## src/rtl/huff_enc_sched_pkg.sv

```systemverilog
// Shared definitions for the Huffman encoder job scheduler: FSM states,
// response error codes, core I/O field positions and job helper functions.
package huff_enc_sched_pkg;

  typedef enum logic [2:0] {
    IDLE,
    CHECK,
    CORE_RST,
    LOAD,
    WAIT_DONE,
    CAPTURE,
    RESP
  } sched_state_t;

  localparam logic [1:0] ERR_OK        = 2'b00;
  localparam logic [1:0] ERR_TIMEOUT   = 2'b01;
  localparam logic [1:0] ERR_DUP_SYM   = 2'b10;
  localparam logic [1:0] ERR_ZERO_FREQ = 2'b11;

  localparam int DONE_BIT  = 8;
  localparam int MASK_LSB  = 3;
  localparam int VAL_LSB   = 0;
  localparam int SYM_LSB   = 0;
  localparam int FREQ_LSB  = 8;
  localparam int CORE_IO_W = 12;

  // Symbols collide in the core when their low nibbles match, so that check wins.
  function automatic logic [1:0] job_check(input logic [3:0] n0,
                                           input logic [3:0] n1,
                                           input logic [3:0] n2,
                                           input logic [5:0] freq);
    if (n0 == n1 || n0 == n2 || n1 == n2) return ERR_DUP_SYM;
    if (freq[1:0] == 2'b00 || freq[3:2] == 2'b00 || freq[5:4] == 2'b00) return ERR_ZERO_FREQ;
    return ERR_OK;
  endfunction

  function automatic logic [CORE_IO_W-1:0] load_word(input logic [23:0] sym,
                                                     input logic [5:0]  freq,
                                                     input logic [1:0]  i);
    logic [CORE_IO_W-1:0] w;
    w = '0;
    case (i)
      2'd0: begin w[SYM_LSB +: 8] = sym[7:0];   w[FREQ_LSB +: 2] = freq[1:0]; end
      2'd1: begin w[SYM_LSB +: 8] = sym[15:8];  w[FREQ_LSB +: 2] = freq[3:2]; end
      2'd2: begin w[SYM_LSB +: 8] = sym[23:16]; w[FREQ_LSB +: 2] = freq[5:4]; end
      default: w = '0;
    endcase
    return w;
  endfunction

endpackage

```

## src/rtl/huff_enc_sched_rr_arbiter.sv

```systemverilog
// Combinational round-robin pick: first requester at or after ptr, wrapping.
// Produces a one-hot grant and the matching index; all-zero grant when idle.
module huff_enc_sched_rr_arbiter #(
  parameter  int NUM_REQ = 2,
  localparam int IDW     = $clog2(NUM_REQ)
) (
  input  logic [NUM_REQ-1:0] req,
  input  logic [IDW-1:0]     ptr,
  output logic [NUM_REQ-1:0] grant,
  output logic [IDW-1:0]     idx
);

  logic [IDW:0] cand;

  // Walk offsets from farthest to nearest so the nearest valid requester wins.
  always_comb begin
    grant = '0;
    idx   = '0;
    cand  = '0;
    for (int j = NUM_REQ - 1; j >= 0; j--) begin
      cand = {1'b0, ptr} + (IDW+1)'(j);
      if (cand >= (IDW+1)'(NUM_REQ)) cand = cand - (IDW+1)'(NUM_REQ);
      if (req[cand[IDW-1:0]]) begin
        grant                 = '0;
        grant[cand[IDW-1:0]]  = 1'b1;
        idx                   = cand[IDW-1:0];
      end
    end
  end

endmodule

```

## src/rtl/huff_enc_sched.sv

```systemverilog
// Round-robin scheduler sharing one huff_encoder core between NUM_REQ requesters:
// validates a job, resets and loads the core, collects three code words, responds.
module huff_enc_sched
  import huff_enc_sched_pkg::*;
#(
  parameter  int NUM_REQ        = 2,
  parameter  int TIMEOUT_CYCLES = 31,
  localparam int IDW            = $clog2(NUM_REQ)
) (
  input  logic                    clk,
  input  logic                    reset,
  input  logic [NUM_REQ-1:0]      req_valid,
  input  logic [NUM_REQ*24-1:0]   req_sym,
  input  logic [NUM_REQ*6-1:0]    req_freq,
  output logic [NUM_REQ-1:0]      req_ready,
  output logic                    core_reset,
  output logic [CORE_IO_W-1:0]    core_io_in,
  input  logic [CORE_IO_W-1:0]    core_io_out,
  output logic                    rsp_valid,
  output logic [IDW-1:0]          rsp_id,
  output logic [8:0]              rsp_code,
  output logic [8:0]              rsp_mask,
  output logic [1:0]              rsp_err,
  input  logic                    rsp_ready
);

  localparam int TW = $clog2(TIMEOUT_CYCLES + 1);

  sched_state_t        state;
  logic [IDW-1:0]      rr_ptr;
  logic [IDW-1:0]      job_id;
  logic [23:0]         sym_r;
  logic [5:0]          freq_r;
  logic [1:0]          idx;
  logic [TW-1:0]       tcnt;
  logic [5:0]          code_acc;
  logic [5:0]          mask_acc;

  logic [NUM_REQ-1:0]  grant;
  logic [IDW-1:0]      gnt_idx;
  logic [1:0]          chk_err;
  logic                core_done;
  logic [2:0]          core_val;
  logic [2:0]          core_mask;
  logic                unused_io;

  huff_enc_sched_rr_arbiter #(.NUM_REQ(NUM_REQ)) u_arb (
    .req   (req_valid),
    .ptr   (rr_ptr),
    .grant (grant),
    .idx   (gnt_idx)
  );

  assign chk_err   = job_check(sym_r[3:0], sym_r[11:8], sym_r[19:16], freq_r);
  assign core_done = core_io_out[DONE_BIT];
  assign core_val  = core_io_out[VAL_LSB +: 3];
  assign core_mask = core_io_out[MASK_LSB +: 3];
  assign unused_io = ^{core_io_out[11:9], core_io_out[7:6]};

  always_ff @(posedge clk) begin
    if (reset) begin
      state      <= IDLE;
      rr_ptr     <= '0;
      job_id     <= '0;
      sym_r      <= '0;
      freq_r     <= '0;
      idx        <= '0;
      tcnt       <= '0;
      code_acc   <= '0;
      mask_acc   <= '0;
      req_ready  <= '0;
      core_reset <= 1'b1;
      core_io_in <= '0;
      rsp_valid  <= 1'b0;
      rsp_id     <= '0;
      rsp_code   <= '0;
      rsp_mask   <= '0;
      rsp_err    <= ERR_OK;
    end else begin
      req_ready <= '0;
      case (state)
        IDLE: begin
          core_reset <= 1'b0;
          if (|req_valid) begin
            req_ready <= grant;
            job_id    <= gnt_idx;
            sym_r     <= req_sym[int'(gnt_idx)*24 +: 24];
            freq_r    <= req_freq[int'(gnt_idx)*6 +: 6];
            rr_ptr    <= (gnt_idx == IDW'(NUM_REQ - 1)) ? '0 : gnt_idx + IDW'(1);
            state     <= CHECK;
          end
        end

        CHECK: begin
          rsp_id <= job_id;
          if (chk_err != ERR_OK) begin
            // Malformed job: answer straight away, the core is left untouched.
            rsp_err   <= chk_err;
            rsp_code  <= '0;
            rsp_mask  <= '0;
            rsp_valid <= 1'b1;
            state     <= RESP;
          end else begin
            core_reset <= 1'b1;
            core_io_in <= '0;
            state      <= CORE_RST;
          end
        end

        CORE_RST: begin
          core_reset <= 1'b0;
          core_io_in <= load_word(sym_r, freq_r, 2'd0);
          idx        <= 2'd0;
          state      <= LOAD;
        end

        LOAD: begin
          if (idx == 2'd2) begin
            core_io_in <= '0;
            tcnt       <= '0;
            state      <= WAIT_DONE;
          end else begin
            core_io_in <= load_word(sym_r, freq_r, idx + 2'd1);
            idx        <= idx + 2'd1;
          end
        end

        WAIT_DONE: begin
          if (core_done) begin
            code_acc[2:0] <= core_val;
            mask_acc[2:0] <= core_mask;
            idx           <= 2'd1;
            state         <= CAPTURE;
          end else if (tcnt == TW'(TIMEOUT_CYCLES - 1)) begin
            rsp_err   <= ERR_TIMEOUT;
            rsp_code  <= '0;
            rsp_mask  <= '0;
            rsp_valid <= 1'b1;
            state     <= RESP;
          end else begin
            tcnt <= tcnt + TW'(1);
          end
        end

        // Codes 1 and 2 follow code 0 on back-to-back cycles; done is not re-checked.
        CAPTURE: begin
          if (idx == 2'd1) begin
            code_acc[5:3] <= core_val;
            mask_acc[5:3] <= core_mask;
            idx           <= 2'd2;
          end else begin
            rsp_code  <= {core_val, code_acc};
            rsp_mask  <= {core_mask, mask_acc};
            rsp_err   <= ERR_OK;
            rsp_valid <= 1'b1;
            state     <= RESP;
          end
        end

        RESP: begin
          if (rsp_ready) begin
            rsp_valid <= 1'b0;
            state     <= IDLE;
          end
        end

        default: state <= IDLE;
      endcase
    end
  end

endmodule

```

## config.mk

```make
export PLATFORM = sky130hd
export DESIGN_NAME = huff_enc_sched
export DESIGN_NICKNAME = d
export VERILOG_FILES = /design/src/rtl/huff_enc_sched_pkg.sv /design/src/rtl/huff_enc_sched_rr_arbiter.sv /design/src/rtl/huff_enc_sched.sv
export SDC_FILE = /design/constraint.sdc
export NUM_CORES = 1
export LEC_CHECK = 0
export ABC_AREA = 1
export ABC_CLOCK_PERIOD_IN_PS = 4000
export CORE_MARGIN = 1.5
export CORE_UTILIZATION = 50
export CTS_CLUSTER_SIZE = 8
export DETAILED_ROUTE_END_ITERATION = 12
export PLACE_DENSITY = 0.82
export SLEW_MARGIN = 20
export SYNTH_ARGS = -nofsm -noshare
export SYNTH_HDL_FRONTEND = slang
export SYNTH_SLANG_ARGS = --single-unit
```

## constraint.sdc

```tcl
create_clock -name clk -period 4 [get_ports clk]
set_input_delay 0.4 -clock clk [delete_from_list [all_inputs] [get_ports clk]]
set_output_delay 0.4 -clock clk [all_outputs]
set_load 0.005 [all_outputs]
```

### Word level (Yosys, flattened, before mapping)

Cells that the tools add are included.

| storage, ports and cells | value |
|---|---|
| register bits after elaboration | 91 |
| input bits | 77 |
| output and inout bits | 37 |
| logic and storage cells | 157 |

| operators by class | value |
|---|---|
| add/sub/neg operators | 6 |
| multiply operators | 2 |
| order comparisons | 6 |
| equality and inequality tests | 27 |
| shift operators | 2 |
| multiplexer cells | 62 |
| bitwise logic cells | 2 |
| reduce and logical (&&, ||, !) cells | 31 |

Operators by type and width:

| kind | count |
|---|---|
| 9-bit one-hot mux with 3 select lines | 2 |
| 48-bit by 7-bit variable part select with 24-bit output | 1 |
| 9-bit two-way mux | 5 |
| 12-bit one-hot mux with 3 select lines | 1 |
| 10-bit one-hot mux with 3 select lines | 1 |
| 2-bit two-way mux | 13 |
| 2-bit inequality test (second input constant) | 12 |
| 3-bit two-way mux | 7 |
| 3-bit one-hot mux with 7 select lines | 1 |
| 1-bit two-way mux | 20 |
| 5-bit two-way mux | 3 |
| 4-bit == test | 3 |
| 12-bit two-way mux | 1 |
| 12-bit by 5-bit variable part select with 6-bit output | 1 |
| 10-bit two-way mux | 1 |
| 5-bit one-hot mux with 2 select lines | 1 |
| 2-bit AND reduction | 5 |
| 5-bit AND reduction | 2 |
| 3-bit == test (second input constant) | 3 |
| 2-bit logical NOT | 4 |
| 2-bit one-hot mux with 4 select lines | 1 |
| 4-bit AND reduction | 2 |
| 4-bit nonzero test | 2 |
| 3-bit by 2-bit == test with 1-bit output (second input constant) | 2 |
| 28 further kinds | 44 |

### Depth between registers and ports, before layout

| logic depth | value |
|---|---|
| depth after elaboration | 10 |
| gate-level depth with buffers | 13 |
| gate-level depth less buffers | 12 |

### Cells and area by module

A second synthesis with hierarchy kept.

| unflattened totals | value |
|---|---|
| cells, all modules | 610 |
| area, all modules | 4266.6 um2 |

Modules (own cells, without submodules):

| module | times used | cells an instance | area an instance (um2) | seq. area each (um2) |
|---|---|---|---|---|
| huff_enc_sched | 1 | 605 | 4231.6 | 1781.7 |
| huff_enc_sched_rr_arbiter | 1 | 5 | 35.0 | 0.0 |

### Worst setup path after synthesis

OpenSTA, ideal clock, no wires.

| timing path | value |
|---|---|
| path type | flip-flop to flip-flop |
| start point | reg idx[1] |
| end point | reg rsp_mask[3] |
| library setup time | 115 ps |
| data arrival time | 1474 ps |
| required time | 3885 ps |
| slack | 2411 ps |
| cell stages (with the launch flop) | 11 |
| buffers on the path | 2 |
| clock period less this slack | 1589 ps |
| path through | dfxtp_1 inv_1 ha_1 clkbuf_1 nand2_4 nand3_4 nor2_8 buf_6 nand3_1 nand2_1 nor2_1 |

| on the way | value |
|---|---|
| word-level cells in the longest chain between the ends | 3 |

RTL lines:

| what | line | source |
|---|---|---|
| from (decl) | huff_enc_sched.sv:34 | `logic [1:0] idx;` |
| from (signal assigned) | huff_enc_sched.sv:124 | `idx <= idx + 2'd1;` |
| 2-bit by 1-bit == test with 1-bit output | huff_enc_sched.sv:147 | `if (idx == 2'd1) begin` |
| 2-bit inequality test (no source line) | - |  |
| 5-bit AND reduction (no source line) | - |  |
| to (signal assigned) | huff_enc_sched.sv:153 | `rsp_mask <= {core_mask, mask_acc};` |
| to (decl) | huff_enc_sched.sv:22 | `output logic [8:0] rsp_mask,` |

No other way between the ends.
A chain may end at the register's enable or synchronous reset.

### Worst setup path in the final report

| timing path | value |
|---|---|
| start point | reg state[1] |
| end point | reg rsp_err[0] |

| on the way | value |
|---|---|
| word-level cells in the longest chain between the ends | 3 |
| elaborated cells between the ends (all ways) | 10 |
| classes of those cells | eq/ne (7); mux (1); reduce/logical (2) |

RTL lines:

| what | line | source |
|---|---|---|
| from (decl) | huff_enc_sched.sv:29 | `sched_state_t state;` |
| from (signal assigned) | huff_enc_sched.sv:62 | `state <= IDLE;` |
| from (signal assigned) | huff_enc_sched.sv:90 | `state <= CHECK;` |
| from (signal assigned) | huff_enc_sched.sv:102 | `state <= RESP;` |
| 3-bit == test / 3-bit by 1-bit == test with 1-bit output (equally long branches) | huff_enc_sched.sv:81 | `case (state)` |
| 2-bit inequality test (no source line) / 3-bit nonzero test (equally long branches) | - |  |
| 5-bit AND reduction (no source line) | - |  |
| to (signal assigned) | huff_enc_sched.sv:98 | `rsp_err <= chk_err;` |
| to (decl) | huff_enc_sched.sv:23 | `output logic [1:0] rsp_err,` |

Parallel ways exist; a longest one is shown, timed or not.

==> parameters.txt <==
Parameter                              Value

Status
  Status ... complete, no violations

Routing
  Sum of routed wire length over all layers ... 11300 um
  DRC violations left ... 0
  Number of nets with antenna violations after routing ... 0
  Number of vias per cell ... 5.42
  Iteration count of the initial detailed-routing pass ... 5
  DRC violation total after the first TritonRoute iteration ... 213
  Vias ... 4382
  Routed WL per cell ... 14.0 um

Cells and area
  Final #Nets ... 779
  Most common cell after layout, fill and taps aside ... nand2_1
  Number of inserted diodes ... 0
  Layout cell share with drive strength beyond 1 ... 0.116
  Fillers ... 766
  Final Instance Area ... 5710 um2
  Commonest cells after routing, fill and taps aside ... nand2_1, clkdlybuf4s50_1, dfxtp_1
  Layout overhead on the synthesized area ... 28.5%

Synthesis
  Count of state elements after synthesis ... 89
  Synth Flop Type ... dfxtp_1
  Yosys synthesis warning count ... 0
  Netlist area before placement ... 4440 um2
  Share of the yosys chip area belonging to registers ... 0.401
  Number of distinct library cell variants in the gate-level netlist after synthesis ... 38
  Post-Synthesis Cells ... 610
  Avg Synthesized Cell Area ... 7.28 um2
  Async SR Flop Fraction ... 0
  Number of enable flip-flop cells after synthesis ... 0

Clock network
  TritonCTS Sinks ... 89
  Number of buffers inserted for hold repair after clock tree synthesis ... 0
  Cell at the root of the clock tree ... clkbuf_8
  Clock insertion delay at the later pin of the skew report ... 0.37 ns
  TritonCTS clock tree ... done
  Post-cts repair resize count ... 0
  Total CTS buffers ... 9
  Post-CTS setup repair buffer count ... 0
  Clock slew at the register clock pins of the worst setup and hold paths ... 0.09 ns
  Buffers from clock root to sink, at most ... 2
  Htree depth ... 3

Worst setup path
  Worst Setup Start Kind ... register
  Classification of the worst setup path ... reg2reg
  CP Max Fanout ... 37
  Worst R2R Setup Slack ... 1.72 ns
  Arrival time reported for the critical path endpoint ... 2.54 ns
  CP endpoint kind ... register
  Data required, critical path ... 4.26 ns

Floorplanning
  Die Area ... 9460 um2
  Core ar. ... 8680 um2
  Vertical extent of the die ... 97.3 um
  Site Rows ... 34
  I/O Pins ... 114
  Die span in x ... 97.3 um
  Initial standard-cell utilization of the core ... 0.512

STA
  RSZ-0062 raised after global routing ... false
  Layout Skew ... 0.0168 ns
  Minimum setup slack in the final design ... 1.72 ns
  Tmin final ... 2.28 ns
  Tightest Pin Transition ... 1.04 ns
  Endpoints failing hold ... 0
  Setup Viol. Count Final ... 0
  Max Transition Viols Final ... 0
  Worst slew slack as a fraction of its limit ... 0.306
  Period utilization ... 0.570
  Upper clock frequency limit ... 439 MHz
  Total negative slack ... 0 ns

Worst hold path
  Class of the tightest hold or removal check ... reg2reg

Placement
  Post-DP Area ... 5490 um2
  RePlAce Congestion ... 0.898
  Port bufs ... 106
  HPWL after detailed placement ... 8120 um
  Pre-CTS setup slack ... 1.54 ns

Job
  Reported max-cap violation count ... 0

GRT
  Busiest layer in global routing ... met2
  Number of global-route vias before repair ... 4187
  GRT Total Usage ... 0.241
  Fraction of met1 tracks used by global routing ... 0.293
  Met2 capacity usage during global routing ... 0.427
  Maximum number of pins on one net before global-route repair ... 53
  Met3 usage ... 0.0403
  Antenna violations before repair ... 0
  Global-route wire length before repair ... 18900 um
  Total global routing overflow ... 0

Power
  Largest vdd supply drop ... 270 uV
  Power per unit of standard cell area ... 719 nW/um2
  Standby leakage power ... 2.27 nW
[per-layer routing]
layer / vias to the layer above / routed length, um
met4: 0 / 206
met5: - / 0
met2: 119 / 5570
met3: 16 / 621
li1: 2213 / -
met1: 2034 / 4910
[cell usage after synthesis, drive strengths merged, types with 2 or more instances]
| cell type | number | share of area |
|---|---|---|
| nand4 | 2 | 0.0028 |
| dfxtp | 89 | 0.40 |
| nor3 | 4 | 0.0056 |
| nand2 | 171 | 0.15 |
| o21ai | 27 | 0.031 |
| nand3 | 36 | 0.047 |
| nor2 | 53 | 0.052 |
| ha | 7 | 0.020 |
| a22oi | 10 | 0.017 |
| o22ai | 7 | 0.0099 |
| a221oi | 20 | 0.054 |
| a21oi | 94 | 0.11 |
| inv | 47 | 0.040 |
| buf | 19 | 0.028 |
| clkbuf | 18 | 0.015 |
[report_power, final]
| part | total (W) | switching [W] | internal (W) |
|---|---|---|---|
| combinational | 0.00199 | 0.00113 | 0.000856 |
| sequential | 0.00142 | 0.000232 | 0.00119 |
| clock | 0.000693 | 0.000336 | 0.000357 |
[cells by family after synthesis]
family	share of synthesized area
AOI/OAI and AO/OA	0.233
adders and majority gates	0.0197
other	0.000844
and+or+nand+nor	0.262
DFF	0.401
buffers and inverters	0.0839
[state kept, by name, indices dropped and copies added (netlist names)]
signal / cells
core_reset: 1
rsp_id: 1
rr_ptr: 1
job_id: 1
rsp_code: 9
mask_acc: 6
freq_r: 6
sym_r: 24
rsp_mask: 9
idx: 2
tcnt: 5
rsp_valid: 1
code_acc: 6
req_ready: 2
rsp_err: 2
state: 3
core_io_in: 10
[layout make-up]
type | count | area, um2 | share of cell area
multi-input combinational | 438 | 2300 | 0.404
sequential | 89 | 1780 | 0.312
timing repair buffer | 110 | 1090 | 0.190
inverter | 47 | 179 | 0.0313
tap | 108 | 135 | 0.0237
clock buffer | 9 | 124 | 0.0217
clock inverter | 7 | 98.8 | 0.0173
[per-stage QoR]
step / power [W] / instances / hold slack, ns / util
global route: 0.00443 / 808 / 0.482 / 0.658
finish: 0.00410 / 808 / 0.465 / 0.658
floorplan: 0.00283 / 611 / 0.440 / -
detailed placement: 0.00341 / 792 / 0.453 / 0.632
CTS: 0.00411 / 808 / 0.468 / 0.658
global placement: 0.00335 / 792 / 0.450 / 0.632
[critical path: stages, from the launching register on]
cell	delay, ns
dfxtp_1	0.63
inv_2	0.11
nand3_2	0.14
inv_2	0.20
nand2_4	0.19
nand3_4	0.12
nor2_8	0.44
nand2_2	0.15
nor2_1	0.15
nor2_1	0.06
[final timing paths]
| kind | from | to | cells after the start |
|---|---|---|---|
| worst min-delay path | mask_acc[4] | mask_acc[4] | 2 |
| worst min register to register | mask_acc[4] | mask_acc[4] | 2 |
| worst max-delay path | state[1] | rsp_err[0] | 9 |
| worst max register to register | state[1] | rsp_err[0] | 9 |
Power figures use the tool's default switching activity.
